--- config.mk ---
export PLATFORM = sky130hd
export DESIGN_NAME = downcounter_timer
export DESIGN_NICKNAME = d
export VERILOG_FILES = /design/src/rtl/downcounter_pkg.sv /design/src/rtl/downcounter_timer_dffr_vec.sv /design/src/rtl/downcounter_timer.sv
export SDC_FILE = /design/constraint.sdc
export NUM_CORES = 1
export LEC_CHECK = 0
export CORE_AREA = 2 2 39 41
export CTS_CLUSTER_SIZE = 40
export DETAILED_ROUTE_END_ITERATION = 8
export DIE_AREA = 0 0 41 43
export MAX_ROUTING_LAYER = met4
export SETUP_SLACK_MARGIN = 0.5
export SLEW_MARGIN = 10
export SYNTH_ARGS = -nofsm -noshare
export SYNTH_HDL_FRONTEND = slang
export SYNTH_HIERARCHICAL = 1
export SYNTH_SLANG_ARGS = --single-unit
--- constraint.sdc ---
create_clock -name clk -period 3.7 [get_ports clk]
set_clock_uncertainty 0.05 [all_clocks]
set_input_delay 0.37 -clock clk [delete_from_list [all_inputs] [get_ports clk]]
set_output_delay 0.37 -clock clk [all_outputs]
set_load 0.01 [all_outputs]
--- src/rtl/downcounter_pkg.sv ---
// Shared types and defaults for the loadable down-counter/timer.
package downcounter_pkg;

  localparam int DEFAULT_WIDTH = 3;

  typedef enum logic {
    IDLE = 1'b0,
    RUN  = 1'b1
  } state_e;

endpackage

--- src/rtl/downcounter_timer_dffr_vec.sv ---
// Vector register with synchronous active-high reset and load enable.
module dffr_vec #(
  parameter int WIDTH = 3
) (
  input  logic             clk,
  input  logic             rst,
  input  logic             en,
  input  logic [WIDTH-1:0] d,
  output logic [WIDTH-1:0] q
);

  logic [WIDTH-1:0] data_q;

  always_ff @(posedge clk) begin
    if (rst) begin
      data_q <= '0;
    end else if (en) begin
      data_q <= d;
    end
  end

  assign q = data_q;

endmodule

--- src/rtl/downcounter_timer.sv ---
// Loadable down-counter/timer with one-cycle terminal-count pulse and optional auto-reload.
//   state | meaning
//   IDLE  | count holds, en ignored
//   RUN   | counting down on enabled cycles
module downcounter_timer
  import downcounter_pkg::*;
#(
  parameter int WIDTH = DEFAULT_WIDTH
) (
  input  logic             clk,
  input  logic             rst,
  input  logic             load,
  input  logic [WIDTH-1:0] load_val,
  input  logic             en,
  input  logic             auto_reload,
  output logic [WIDTH-1:0] count,
  output logic             busy,
  output logic             tc
);

  localparam logic [WIDTH-1:0] ONE = WIDTH'(1);

  state_e           state_q, state_d;
  logic [WIDTH-1:0] count_q, count_d;
  logic [WIDTH-1:0] reload_q;
  logic             count_en;
  logic             reload_en;
  logic             tc_q, tc_d;
  logic             busy_q, busy_d;

  dffr_vec #(.WIDTH(WIDTH)) u_count (
    .clk (clk),
    .rst (rst),
    .en  (count_en),
    .d   (count_d),
    .q   (count_q)
  );

  dffr_vec #(.WIDTH(WIDTH)) u_reload (
    .clk (clk),
    .rst (rst),
    .en  (reload_en),
    .d   (load_val),
    .q   (reload_q)
  );

  always_comb begin
    state_d   = state_q;
    count_d   = count_q;
    count_en  = 1'b0;
    reload_en = 1'b0;
    tc_d      = 1'b0;

    if (load) begin
      count_d   = load_val;
      count_en  = 1'b1;
      reload_en = 1'b1;
      if (load_val == '0) begin
        state_d = IDLE;
        tc_d    = 1'b1;
      end else begin
        state_d = RUN;
      end
    end else if (state_q == RUN && en) begin
      if (count_q > ONE) begin
        count_d  = count_q - ONE;
        count_en = 1'b1;
      end else if (count_q == ONE) begin
        count_d  = '0;
        count_en = 1'b1;
        tc_d     = 1'b1;
        if (!auto_reload) begin
          state_d = IDLE;
        end
      end else if (auto_reload) begin
        // Wrap point of the periodic sequence: reload instead of underflowing.
        count_d  = reload_q;
        count_en = 1'b1;
      end else begin
        state_d = IDLE;
      end
    end

    busy_d = (state_d == RUN);
  end

  always_ff @(posedge clk) begin
    if (rst) begin
      state_q <= IDLE;
      tc_q    <= 1'b0;
      busy_q  <= 1'b0;
    end else begin
      state_q <= state_d;
      tc_q    <= tc_d;
      busy_q  <= busy_d;
    end
  end

  assign count = count_q;
  assign busy  = busy_q;
  assign tc    = tc_q;

endmodule

==> reports/qor.csv <==
stage,metric,value,unit
drt,vias per cell,5.16,
worst_setup_path,critical path's slowest cell,dfxtp_1,
worst_setup_path,worst path cell trace,inv_1 > ha_1 > nor4_1 > a21oi_1 > or2_1 > mux2i_1 > nor2_1,
worst_setup_path,Worst EP required,3.78,ns
cells_and_area,share of cells above drive strength 1,0.0417,
cts,Post-CTS Resized,0,
timing,Slew @ Worst Pin,0.446,ns
worst_setup_path,Crit Path Max Fanout,8,
placement,Detail Placement HPWL,809,um
run_status,status,finished clean,
cells_and_area,ant diodes,0,
timing,"Hold Vio Cnt, Final",0,
placement,final RePlAce weighted congestion,0.749,
drt,Vias,454,
cts,"Reg clk slew, reported paths",0.05,ns
global_route,initial antenna violation count,0,
drt,Detailed Routing Iterations Pass 1,4,
yosys,syn_nets,68,
global_route,first-pass GRT wire length,1830,um
power,Worst VDD drop,0.245,mV
flow_run,max-cap violations,0,
worst_setup_path,CP endpoint kind,register,
floorplanning,Chip Height,43,um
worst_setup_path,CP Data Arrival Time,1.97,ns
timing,Final Setup Violations,0,
yosys,YS warnings,6,
yosys,post-synthesis cell area,464,um2
power,Leak Pwr,0.251,nW
floorplanning,Starting Density,0.335,
cells_and_area,final net count,84,
timing,max frequency,0.528,GHz
timing,Max-slew headroom,0.702,
global_route,vias in the first global route,413,
yosys,"Distinct cells, synth",20,
global_route,grt total ovfl,0,
yosys,post-synthesis register bit count,8,
cts,clk sinks,8,
placement,port bufs,12,
drt,DRT iter0 DRCs,10,
cts,worst-skew pair later-pin latency,0.25,ns
worst_setup_path,CP Launch Type,register,
timing,"Period Utilization, post-route",0.512,
cells_and_area,Area Growth Syn to Fin,34.0,%
floorplanning,Die W,41,um
power,Power Density,354,mW/mm2
cts,Num CTS Buffers,3,
yosys,post-synthesis sequential area ratio,0.345,
worst_setup_path,critical path class,reg -> reg,
cts,CTS tree,done,
floorplanning,die area,0.00176,mm2
drt,routed length per placed instance,12.1,um
floorplanning,core area,0.00138,mm2
worst_hold_path,Tightest Hold Check Type,reg -> reg,
timing,setup TNS,0,ns
power,Pwr Total,0.000220,W
worst_setup_path,crit-path max cell delay,0.47,ns
floorplanning,I/O Pins,13,
cts,Post-CTS Setup Bufs,0,
timing,Final Max Slew Viols,0,
drt,DRC,0,
timing,post-route minimum period,1.89,ns
global_route,largest net degree at the start of global routing,14,
timing,RSZ-0062 raised after global routing,false,
floorplanning,Rows,14,
drt,total wire length,1060,um
yosys,syn_area_per_cell,8.00,um2
cts,Hold Buf Count CTS,0,
cts,CTS H-tree lvls,1,
global_route,GRT Total Usage,0.156,
drt,post-route ant nets,0,
yosys,Cells after Synth,58,
cts,clock buffer depth,2,
cts,clk root buf,clkbuf_4,
==> cells by family (layout without fill, tap and decap cells) <==
family,count (synthesis),in the layout,share of synthesized area
DFF,8,8,0.345
adders and majority gates,2,2,0.0539
muxes,6,6,0.129
AOI/OAI and AO/OA,13,13,0.173
and+or+nand+nor,24,24,0.256
buffers and inverters,5,19,0.0431
==> layout make-up <==
| type | count | area (um2) |
|---|---|---|
| Inverter | 4 | 15.0 |
| Clock buffer | 3 | 22.5 |
| Sequential cell | 8 | 160 |
| Fill cell | 160 | 762 |
| Timing Repair Buffer | 12 | 120 |
| Multi-Input combinational cell | 45 | 284 |
| Tap cell | 16 | 20.0 |
==> layout by cell type (no fill, tap or decap), drive strengths merged, types with 2 or more instances in the layout <==
cell / instances
a211oi: 2
a21oi: 7
clkbuf: 3
clkdlybuf4s50: 12
dfxtp: 8
ha: 2
inv: 4
mux2i: 6
nand2: 4
nor2: 8
nor2b: 2
nor3: 4
nor4: 2
==> per-stage QoR <==
stage / hold WS (ns) / utilization / instance area, um2 / setup WS, ns / cells
floorplan: 0.392 / - / 464 / 2.02 / 58
global placement: 0.453 / 0.433 / 599 / 1.84 / 85
detailed placement: 0.437 / 0.433 / 599 / 1.84 / 85
CTS: 0.454 / 0.449 / 622 / 1.82 / 88
global route: 0.490 / 0.449 / 622 / 1.62 / 88
finish: 0.451 / 0.449 / 622 / 1.81 / 88
==> cells in the mapped netlist <==
cell type	number	area (um2)
nor2_1	8	30.0
ha_1	2	25.0
mux2i_1	6	60.1
nor3_1	4	20.0
nand2_1	4	15.0
o31ai_1	1	7.51
nor4_1	2	12.5
nor4b_1	1	8.76
a21oi_1	7	35.0
o21bai_1	1	7.51
inv_1	4	15.0
a211oi_1	2	15.0
nor2b_1	2	12.5
nand3_1	1	5.00
o22ai_1	1	6.26
buf_2	1	5.00
a311oi_1	1	8.76
dfxtp_1	8	160
or2_1	1	6.26
nand4b_1	1	8.76
==> layer usage <==
layer / GRT usage / vias up / wire, um
met5: - / - / 0
met4: 0.0800 / 0 / 18
met3: 0.0314 / 2 / 83
met2: 0.194 / 24 / 444
met1: 0.232 / 189 / 515
li1: - / 239 / -
==> path summary, 6_finish.rpt <==
path,startpoint,end,slack [ns],depth (start not counted)
max,u_count/q[1],u_count/q[2],1.81,7
min,u_reload/q[0],u_reload/q[0],0.45,2
max reg2reg,u_count/q[1],u_count/q[2],1.81,7
min reg2reg,u_reload/q[0],u_reload/q[0],0.45,2
==> critical path, delay by kind of cell, from the launching register on <==
family	cells	cell delay [ns]
simple gates	3	0.64
flops	1	0.47
compound gates	1	0.11
mux	1	0.18
fa+ha+maj	1	0.22
buf+inv	1	0.11
==> report_power, final <==
part           switching, W  leakage (nW)  internal [W]
Clock             0.0000297        0.0138     0.0000371
Sequential       0.00000798        0.0659     0.0000918
Combinational     0.0000256         0.171     0.0000282
==> flip-flops by register name, indices dropped and copies added (netlist names) <==
register	cells
u_reload/q	3
tc	1
busy	1
u_count/q	3
Power figures use the tool's default switching activity.
